## src/rtl/reg_access_arbiter.sv

```systemverilog
// reg_access_arbiter: shares one register-file port between NUM_REQ requesters.
// Requesters are served round-robin. Each grant gives one strobe cycle
// (ACCESS) and then one acknowledge cycle (RESP).
// Optional feature macro: REG_ARB_LOCK_EN adds a lock for atomic read-modify-write.
// Ports:
//   clk, rst_n          clock, asynchronous active-low reset
//   req_valid/write     per-requester request and direction (1 = write)
//   req_addr/wdata      flattened per-requester address and data; slot i is [i*W +: W]
//   req_lock            per-requester lock request (only with REG_ARB_LOCK_EN)
//   req_ready           one-hot completion pulse
//   req_rdata           read data, valid while req_ready is high
//   reg_addr/wdata      register-file address and write data
//   reg_write_en        register-file write strobe
//   reg_read_en         register-file read strobe
//   reg_rdata           register-file read data
//   grant_id            index of the current or last winner
//   busy                high during ACCESS and RESP
//   lock_active         high while a lock is held
module reg_access_arbiter #(
    parameter int unsigned NUM_REQ    = 2,
    parameter int unsigned ADDR_WIDTH = 8,
    parameter int unsigned DATA_WIDTH = 32,
    localparam int unsigned ID_W      = (NUM_REQ > 1) ? $clog2(NUM_REQ) : 1
) (
    input  logic                          clk,
    input  logic                          rst_n,
    input  logic [NUM_REQ-1:0]            req_valid,
    input  logic [NUM_REQ-1:0]            req_write,
    input  logic [NUM_REQ*ADDR_WIDTH-1:0] req_addr,
    input  logic [NUM_REQ*DATA_WIDTH-1:0] req_wdata,
    input  logic [NUM_REQ-1:0]            req_lock,
    output logic [NUM_REQ-1:0]            req_ready,
    output logic [DATA_WIDTH-1:0]         req_rdata,
    output logic [ADDR_WIDTH-1:0]         reg_addr,
    output logic [DATA_WIDTH-1:0]         reg_wdata,
    output logic                          reg_write_en,
    output logic                          reg_read_en,
    input  logic [DATA_WIDTH-1:0]         reg_rdata,
    output logic [ID_W-1:0]               grant_id,
    output logic                          busy,
    output logic                          lock_active
);

    typedef enum logic [1:0] {
        IDLE   = 2'd0,
        ACCESS = 2'd1,
        RESP   = 2'd2
    } state_t;

    state_t                  state_q, state_d;
    logic [ID_W-1:0]         last_grant_q, last_grant_d, grant_id_d;
    logic                    wr_q, wr_d;
    logic [ADDR_WIDTH-1:0]   reg_addr_d;
    logic [DATA_WIDTH-1:0]   reg_wdata_d;
    logic                    reg_write_en_d, reg_read_en_d, busy_d;
    logic [NUM_REQ-1:0]      req_ready_d;
    logic [DATA_WIDTH-1:0]   req_rdata_d;

    logic                    found;
    logic [ID_W-1:0]         win;
    logic [ADDR_WIDTH-1:0]   win_addr;
    logic [DATA_WIDTH-1:0]   win_wdata;
    logic                    win_write;

`ifdef REG_ARB_LOCK_EN
    logic                    lock_active_d, lock_req_q, lock_req_d, win_lock;
    logic [ID_W-1:0]         lock_owner_q, lock_owner_d;
`else
    logic                    lock_unused;
    assign lock_unused = ^req_lock;
    assign lock_active = 1'b0;
`endif

    // Winner search: first set req_valid bit starting after last_grant
    always_comb begin
        found = 1'b0;
        win   = last_grant_q;
        for (int unsigned k = 1; k <= NUM_REQ; k++) begin
            if (!found && req_valid[ID_W'((32'(last_grant_q) + k) % NUM_REQ)]) begin
                found = 1'b1;
                win   = ID_W'((32'(last_grant_q) + k) % NUM_REQ);
            end
        end
`ifdef REG_ARB_LOCK_EN
        // A held lock excludes everyone except the owner; the pointer is left alone while others wait
        if (lock_active) begin
            found = req_valid[lock_owner_q];
            win   = lock_owner_q;
        end
`endif
    end

    // Select the winner's request fields
    always_comb begin
        win_addr  = '0;
        win_wdata = '0;
        win_write = 1'b0;
`ifdef REG_ARB_LOCK_EN
        win_lock  = 1'b0;
`endif
        for (int unsigned i = 0; i < NUM_REQ; i++) begin
            if (win == ID_W'(i)) begin
                win_addr  = req_addr[i*ADDR_WIDTH +: ADDR_WIDTH];
                win_wdata = req_wdata[i*DATA_WIDTH +: DATA_WIDTH];
                win_write = req_write[i];
`ifdef REG_ARB_LOCK_EN
                win_lock  = req_lock[i];
`endif
            end
        end
    end

    // Next state and next registered outputs
    always_comb begin
        state_d        = state_q;
        last_grant_d   = last_grant_q;
        grant_id_d     = grant_id;
        wr_d           = wr_q;
        reg_addr_d     = reg_addr;
        reg_wdata_d    = reg_wdata;
        reg_write_en_d = 1'b0;
        reg_read_en_d  = 1'b0;
        req_ready_d    = '0;
        req_rdata_d    = '0;
        busy_d         = 1'b0;
`ifdef REG_ARB_LOCK_EN
        lock_active_d  = lock_active;
        lock_owner_d   = lock_owner_q;
        lock_req_d     = lock_req_q;
`endif
        case (state_q)
            IDLE: begin
                if (found) begin
                    state_d        = ACCESS;
                    last_grant_d   = win;
                    grant_id_d     = win;
                    wr_d           = win_write;
                    reg_addr_d     = win_addr;
                    reg_wdata_d    = win_wdata;
                    reg_write_en_d = win_write;
                    reg_read_en_d  = !win_write;
                    busy_d         = 1'b1;
`ifdef REG_ARB_LOCK_EN
                    lock_req_d     = win_lock;
`endif
                end
            end
            ACCESS: begin
                state_d     = RESP;
                busy_d      = 1'b1;
                req_ready_d = NUM_REQ'(1) << grant_id;
                req_rdata_d = wr_q ? '0 : reg_rdata;
`ifdef REG_ARB_LOCK_EN
                // Lock state changes become visible in the RESP cycle
                if (lock_req_q) begin
                    lock_active_d = 1'b1;
                    lock_owner_d  = grant_id;
                end else if (grant_id == lock_owner_q) begin
                    lock_active_d = 1'b0;
                end
`endif
            end
            RESP: begin
                state_d = IDLE;
            end
            default: begin
                state_d = IDLE;
            end
        endcase
    end

    // State and output registers
    always_ff @(posedge clk or negedge rst_n) begin
        if (!rst_n) begin
            state_q      <= IDLE;
            last_grant_q <= ID_W'(NUM_REQ - 1);
            grant_id     <= '0;
            wr_q         <= 1'b0;
            reg_addr     <= '0;
            reg_wdata    <= '0;
            reg_write_en <= 1'b0;
            reg_read_en  <= 1'b0;
            req_ready    <= '0;
            req_rdata    <= '0;
            busy         <= 1'b0;
        end else begin
            state_q      <= state_d;
            last_grant_q <= last_grant_d;
            grant_id     <= grant_id_d;
            wr_q         <= wr_d;
            reg_addr     <= reg_addr_d;
            reg_wdata    <= reg_wdata_d;
            reg_write_en <= reg_write_en_d;
            reg_read_en  <= reg_read_en_d;
            req_ready    <= req_ready_d;
            req_rdata    <= req_rdata_d;
            busy         <= busy_d;
        end
    end

`ifdef REG_ARB_LOCK_EN
    // Lock registers
    always_ff @(posedge clk or negedge rst_n) begin
        if (!rst_n) begin
            lock_active  <= 1'b0;
            lock_owner_q <= '0;
            lock_req_q   <= 1'b0;
        end else begin
            lock_active  <= lock_active_d;
            lock_owner_q <= lock_owner_d;
            lock_req_q   <= lock_req_d;
        end
    end
`endif

endmodule

```

## config.mk

```make
export PLATFORM = sky130hd
export DESIGN_NAME = reg_access_arbiter
export DESIGN_NICKNAME = d
export VERILOG_FILES = /design/src/rtl/reg_access_arbiter.sv
export SDC_FILE = /design/constraint.sdc
export NUM_CORES = 1
export LEC_CHECK = 0
export ABC_AREA = 1
export CORE_MARGIN = 3
export CORE_UTILIZATION = 34
export CTS_BUF_LIST = sky130_fd_sc_hd__clkbuf_16
export CTS_CLUSTER_SIZE = 25
export DETAILED_ROUTE_END_ITERATION = 10
export PLACE_DENSITY = 0.72
export SYNTH_ARGS = -nofsm -noshare
export SYNTH_HDL_FRONTEND = slang
export SYNTH_SLANG_ARGS = --single-unit
```

## constraint.sdc

```tcl
create_clock -name clk -period 2.9 [get_ports clk]
set_input_delay 0.725 -clock clk [delete_from_list [all_inputs] [get_ports clk]]
set_output_delay 0.725 -clock clk [all_outputs]
set_load 0.01 [all_outputs]
```

==> impl_metrics.env, run 1 <==
export IMPL_fill_cells=910
export IMPL_start_kind="input pin"
export IMPL_post_cts_buffers=0
export IMPL_peakVddDrop_mv=0.4169
export IMPL_rr_endpoint="reg_addr[0]"
export IMPL_area_growth_pct=66.32
export IMPL_crit_top_cell="nand2_1"
export IMPL_numCtsBuffers=9
export IMPL_worstSetupPathType="input pin to flip-flop"
export IMPL_h_tree_depth=3
export IMPL_slew_violations=0
export IMPL_synth_warnings=0
export IMPL_first_iter_violations=193
export IMPL_grt_overflow=0
export IMPL_nets=757
export IMPL_relSlewSlack_pct=32.72
export IMPL_start_util_pct=35.62
export IMPL_postRouteAntennaNets=0
export IMPL_io_buffers=195
export IMPL_dpl_cell_area_um2=5605
export IMPL_yosys_cell_types_count=17
export IMPL_synth_seq_cells=82
export IMPL_clockRootBuffer="clkbuf_16"
export IMPL_worstMarginPinSlew_ns=1.009
export IMPL_max_freq_ghz=0.4436
export IMPL_n_antenna_cell=0
export IMPL_grt_pass1_wl_um=17100
export IMPL_clock_sinks=82
export IMPL_hold_viol=0
export IMPL_fin_util_pct=59.25
export IMPL_clock_path_buffers=2
export IMPL_path_max_fanout=42
export IMPL_rsz0062_at_grt="false"
export IMPL_dp_cells=759
export IMPL_grt_start_max_net_pins=43
export IMPL_cts_tree="yes"
export IMPL_dieWidth_um=108.4
export IMPL_antenna_found_initial=0
export IMPL_drive_above_1_share_pct=5.140
export IMPL_ioPinCount=199
export IMPL_core_area_um2=10000
export IMPL_wl_per_cell_um=13.94
export IMPL_wirelength_um=10800
export IMPL_drt_vias_per_instance=4.486
export IMPL_p_per_area_nw_per_um2=951.4
export IMPL_die_area_um2=11740
export IMPL_grt_pass1_vias=3510
export IMPL_slowest_stage="nor2_4"
export IMPL_worstRegToRegCells=5
export IMPL_combinationalPowerShare_pct=45.9
export IMPL_cts_resized=0
export IMPL_routabilityCongestion=0.7371
export IMPL_hold_path_class="input pin to asynchronous set/reset pin"
export IMPL_r2r_slack_ns=1.04
export IMPL_setup_viol_count_final=0
export IMPL_vias=3477
export IMPL_die_y_um=108.4
export IMPL_track_usage_pct=18.50
export IMPL_cp_required_ns=3.16
export IMPL_fin_setup_tns_ns=0
export IMPL_end_kind="flip-flop"
export IMPL_cap_violations=0
export IMPL_cellInternalPower_w=0.003566
export IMPL_reg2reg_from="state_q[1]"
export IMPL_final_cell_area_um2=5924
export IMPL_finalCritPeriodShare_pct=77.74
export IMPL_fp_row_count=36
export IMPL_finalNonFillerCells=775
export IMPL_synth_fp_nets=568
export IMPL_path_buf_inv=2
export IMPL_clkLatencyLatePin_ns=0.33
export IMPL_cts_hold_buf=0
export IMPL_path_delay_family="simple AND/OR/NAND/NOR gates"
export IMPL_p_leak_nw=2.930
export IMPL_yosysSeqAreaShare_pct=57.64
export IMPL_clockPowerShare_pct=21.4
export IMPL_switching_share_pct=36.74
export IMPL_avgSynthCellArea_um2=7.951
export IMPL_finalPower_w=0.005636
export IMPL_p_switching_w=0.002071
export IMPL_first_pass_iters=4
export IMPL_path_cells="clkdlybuf4s50_1, inv_1, nor2_2, nor2_1, nor2_4, nand2_1, nand2_1"
export IMPL_period_needed_ns=2.254
export IMPL_synth_area_um2=3562
export IMPL_outcome="finished, final reports clean"
export IMPL_clk_pin_slew_ns=0.06
export IMPL_critPathArrivalTime_ns=2.52
export IMPL_cp_slowest_stage_delay_ns=0.72
export IMPL_dp_hpwl_um=8032
export IMPL_syn_inst=448
export IMPL_fin_skew_ns=0.006912
export IMPL_remaining_drc_errors=0
export IMPL_sequentialPowerShare_pct=32.7
-- power groups by stage --
stage | Combinational [W] | Sequential, W | Clock (W)
floorplan | 0.00120 | 0.00199 | 0
detailed placement | 0.00264 | 0.00186 | 0
global route | 0.00288 | 0.00190 | 0.00129
global placement | 0.00259 | 0.00185 | 0
CTS | 0.00265 | 0.00185 | 0.00123
finish | 0.00259 | 0.00184 | 0.00120
-- cells in the mapped netlist --
library cell / n / area share (%)
buf_6: 4 / 1.3
buf_1: 4 / 0.42
nand2_2: 2 / 0.35
nor2_1: 38 / 4.0
clkbuf_1: 4 / 0.42
conb_1: 1 / 0.11
buf_4: 1 / 0.21
nor2_2: 1 / 0.18
nand3_1: 41 / 5.8
o21ai_4: 1 / 0.46
o211ai_1: 1 / 0.21
dfrtp_1: 81 / 57
nor2_4: 1 / 0.32
inv_1: 8 / 0.84
buf_2: 15 / 2.1
nand2_1: 244 / 26
dfstp_2: 1 / 0.74
-- final cells by class --
class                      instances  area (um^2)  share of cell area [%]
clock buffer                       9        225.2                   3.801
clock inverter                     7        93.84                   1.584
inverter                           8        30.03                  0.5069
multi-input combinational        330         1324                   22.34
sequential                        82         2053                   34.66
tap                              133        166.4                   2.809
timing repair buffer             206         2032                   34.30
-- state kept, by name, summed over array words and instances, names as in the netlist --
name and count:
last_grant_q 1, wr_q 1, reg_read_en 1, reg_write_en 1
req_rdata 32, grant_id 1, reg_wdata 32, req_ready 2
busy 1, state_q 2, reg_addr 8
-- stage by stage --
stage,hold slack [ns],setup WS (ns)
after floorplan,0.4294,1.427
after global placement,0.4615,0.3000
after detailed placement,0.4641,0.2434
after CTS,0.3455,0.5833
after global routing,0.3595,0.4327
final,0.3313,0.6457
-- logic make-up (layout without fill, tap and decap cells) --
logic type | after synthesis | in the layout | synth area share, %
simple gates | 327 | 327 | 36.32
flops | 82 | 82 | 57.64
buf+inv | 36 | 230 | 5.268
compound gates | 2 | 2 | 0.6676
other cells | 1 | 1 | 0.1053
-- worst max path at each step --
stage | startpoint | end | slack [ns] | depth (start not counted)
2_1_floorplan | req_valid[0] | reg_addr[6] | 1.43 | 7
3_5_place_dp | req_valid[0] | wr_q | 0.24 | 7
4_1_cts | req_valid[0] | wr_q | 0.58 | 7
3_3_place_gp | req_valid[0] | wr_q | 0.30 | 7
5_1_grt | req_valid[0] | wr_q | 0.43 | 7
6_report | req_valid[0] | reg_addr[0] | 0.65 | 7
-- per-layer routing --
metal	global-route usage [%]	vias up	routed length (um)
met1	21.45	1602	4210
met4	5.140	0	155
met2	32.10	121	5372
li1	-	1741	-
met5	0	-	0
met3	6.925	13	1062
-- cell usage in the layout, fill, tap and decap left out, drive strengths merged --
| cell | instances |
|---|---|
| clkinv | 5 |
| o211ai | 1 |
| inv | 8 |
| o21ai | 1 |
| dfrtp | 81 |
| clkdlybuf4s50 | 194 |
| buf | 12 |
| dfstp | 1 |
| nand3 | 41 |
| bufinv | 2 |
| nand2 | 246 |
| nor2 | 40 |
| clkbuf | 9 |
| conb | 1 |
No activity file was read; power rests on OpenSTA's default activity.
==> run 2, diff against run 1 <==
clock period = 2.25 ns   (was 2.9 ns; I/O delays follow)
==> run 2 against run 1 <==
  * Wire length shrank 0.35%
  * Power increased by 28%
  * Critical path type is now flip-flop to primary output
  * Sequential power up 28%
  * Non-clock buffer count up 3
  * Largest cell class is now buffers
  * Global-route usage increased by 0.13 points
==> impl_metrics.env, run 2 (same netlist as run 1, synthesis figures left out) <==
export IMPL_period_needed_ns=1.862
export IMPL_grt_pass1_vias=3489
export IMPL_worstSetupPathType="flip-flop to primary output"
export IMPL_cts_tree="yes"
export IMPL_clock_sinks=82
export IMPL_dpl_cell_area_um2=5653
export IMPL_cp_startpoint="grant_id"
export IMPL_layout_common_cells="nand2_1, clkdlybuf4s50_1, dfrtp_1"
export IMPL_path_buf_inv=1
export IMPL_hold_viol=0
export IMPL_die_area_um2=11740
export IMPL_fp_row_count=36
export IMPL_first_iter_violations=213
export IMPL_path_cells="clkdlybuf4s50_1"
export IMPL_outcome="finished, final reports clean"
export IMPL_fin_setup_tns_ns=0
export IMPL_cp_required_ns=1.69
export IMPL_dp_cells=762
export IMPL_die_y_um=108.4
export IMPL_slowest_stage="clkdlybuf4s50_1"
export IMPL_p_leak_nw=2.946
export IMPL_n_antenna_cell=0
export IMPL_layout_commonest_cell="nand2_1"
export IMPL_clock_path_buffers=2
export IMPL_wirelength_um=10760
export IMPL_fin_util_pct=59.40
export IMPL_fill_cells=917
export IMPL_path_delay_family="buffers and inverters"
export IMPL_numCtsBuffers=9
export IMPL_antenna_found_initial=0
export IMPL_place_ws_ns=0.2711
export IMPL_clkLatencyLatePin_ns=0.32
export IMPL_cts_hold_buf=0
export IMPL_peakVddDrop_mv=0.5095
export IMPL_drt_vias_per_instance=4.562
export IMPL_postRouteAntennaNets=0
export IMPL_setup_ws_ns=0.3876
export IMPL_max_freq_ghz=0.5369
export IMPL_routabilityCongestion=0.7653
export IMPL_relSlewSlack_pct=62.17
export IMPL_io_buffers=195
export IMPL_end_kind="primary output"
export IMPL_vias=3549
export IMPL_p_per_area_nw_per_um2=1214
export IMPL_dieWidth_um=108.4
export IMPL_first_pass_iters=4
export IMPL_core_area_um2=10000
export IMPL_setup_viol_count_final=0
export IMPL_reg_top3="reg_wdata x32, req_rdata x32, reg_addr x8"
export IMPL_h_tree_depth=3
export IMPL_clk_pin_slew_ns=0.06
export IMPL_worstMarginPinSlew_ns=0.5674
export IMPL_grt_start_max_net_pins=50
export IMPL_dp_hpwl_um=8011
export IMPL_wl_per_cell_um=13.83
export IMPL_cap_violations=0
export IMPL_track_usage_pct=18.63
export IMPL_remaining_drc_errors=0
export IMPL_critPathArrivalTime_ns=1.30
export IMPL_rsz0062_at_grt="false"
export IMPL_nets=760
export IMPL_area_growth_pct=66.74
export IMPL_path_max_fanout=4
export IMPL_grt_pass1_wl_um=17110
export IMPL_start_kind="flip-flop"
export IMPL_finalNonFillerCells=778
export IMPL_final_cell_area_um2=5939
export IMPL_cp_slowest_stage_delay_ns=0.57
export IMPL_start_util_pct=35.62
export IMPL_hold_path_class="input pin to asynchronous set/reset pin"
export IMPL_finalCritPeriodShare_pct=82.77
export IMPL_drive_above_1_share_pct=5.736
export IMPL_reg2reg_from="last_grant_q"
export IMPL_grt_overflow=0
export IMPL_clockRootBuffer="clkbuf_16"
export IMPL_slew_violations=0
export IMPL_fin_skew_ns=0.007406
export IMPL_ioPinCount=199
export IMPL_post_cts_buffers=0
export IMPL_cts_resized=0
## run 2: cell count changes in the layout (fill, tap and decap cells not counted), sizes merged
cell,previous run,this run
bufinv,2,1
inv,8,9
clkinvlp,0,1
buf,12,15
clkinv,5,4
## run 2: worst paths after layout
check / slack [ns] / cells past startpoint / endpoint
max in group asynchronous: 1.38 / 2 / last_grant_q
worst min register to register: 0.48 / 2 / reg_wdata[12]
min in group clk: 0.48 / 2 / reg_wdata[12]
worst max register to register: 0.81 / 8 / reg_wdata[6]
worst min-delay path: 0.18 / 1 / reg_addr[7]
worst max-delay path: 0.39 / 1 / grant_id
## run 2: routing by layer
metal  global-route usage (%)  up-vias  share of wire (%)
li1                         -     1746                  -
met1                    21.73     1656                 39
met2                    31.75      133                 49
met3                    7.224       14                 10
met4                    5.681        0                1.7
met5                        0        -                  0
## run 2: per-stage QoR
stage | hold slack [ns] | total power (W)
after floorplan | 0.2669 | 0.004117
after global placement | 0.4621 | 0.005793
after detailed placement | 0.4651 | 0.005871
after CTS | 0.1941 | 0.007317
after global routing | 0.2124 | 0.007809
final | 0.1831 | 0.007208
## run 2: final cells by class
| class | count | area, um^2 | area share (%) |
|---|---|---|---|
| clock buffers | 9 | 225.2 | 3.792 |
| clock inverters | 7 | 61.31 | 1.032 |
| inverters | 8 | 30.03 | 0.5056 |
| multi-input cells | 330 | 1324 | 22.29 |
| flip-flops and latches | 82 | 2053 | 34.57 |
| well taps | 133 | 166.4 | 2.802 |
| repair buffers | 209 | 2079 | 35.01 |
## run 2: where the power goes
| part | total [W] | switching [W] | internal [W] | leakage [nW] |
|---|---|---|---|---|
| clock | 0.00141 | 0.000560 | 0.000847 | 0.146 |
| sequential | 0.00235 | 0.000307 | 0.00205 | 1.06 |
| combinational | 0.00345 | 0.00179 | 0.00165 | 1.74 |
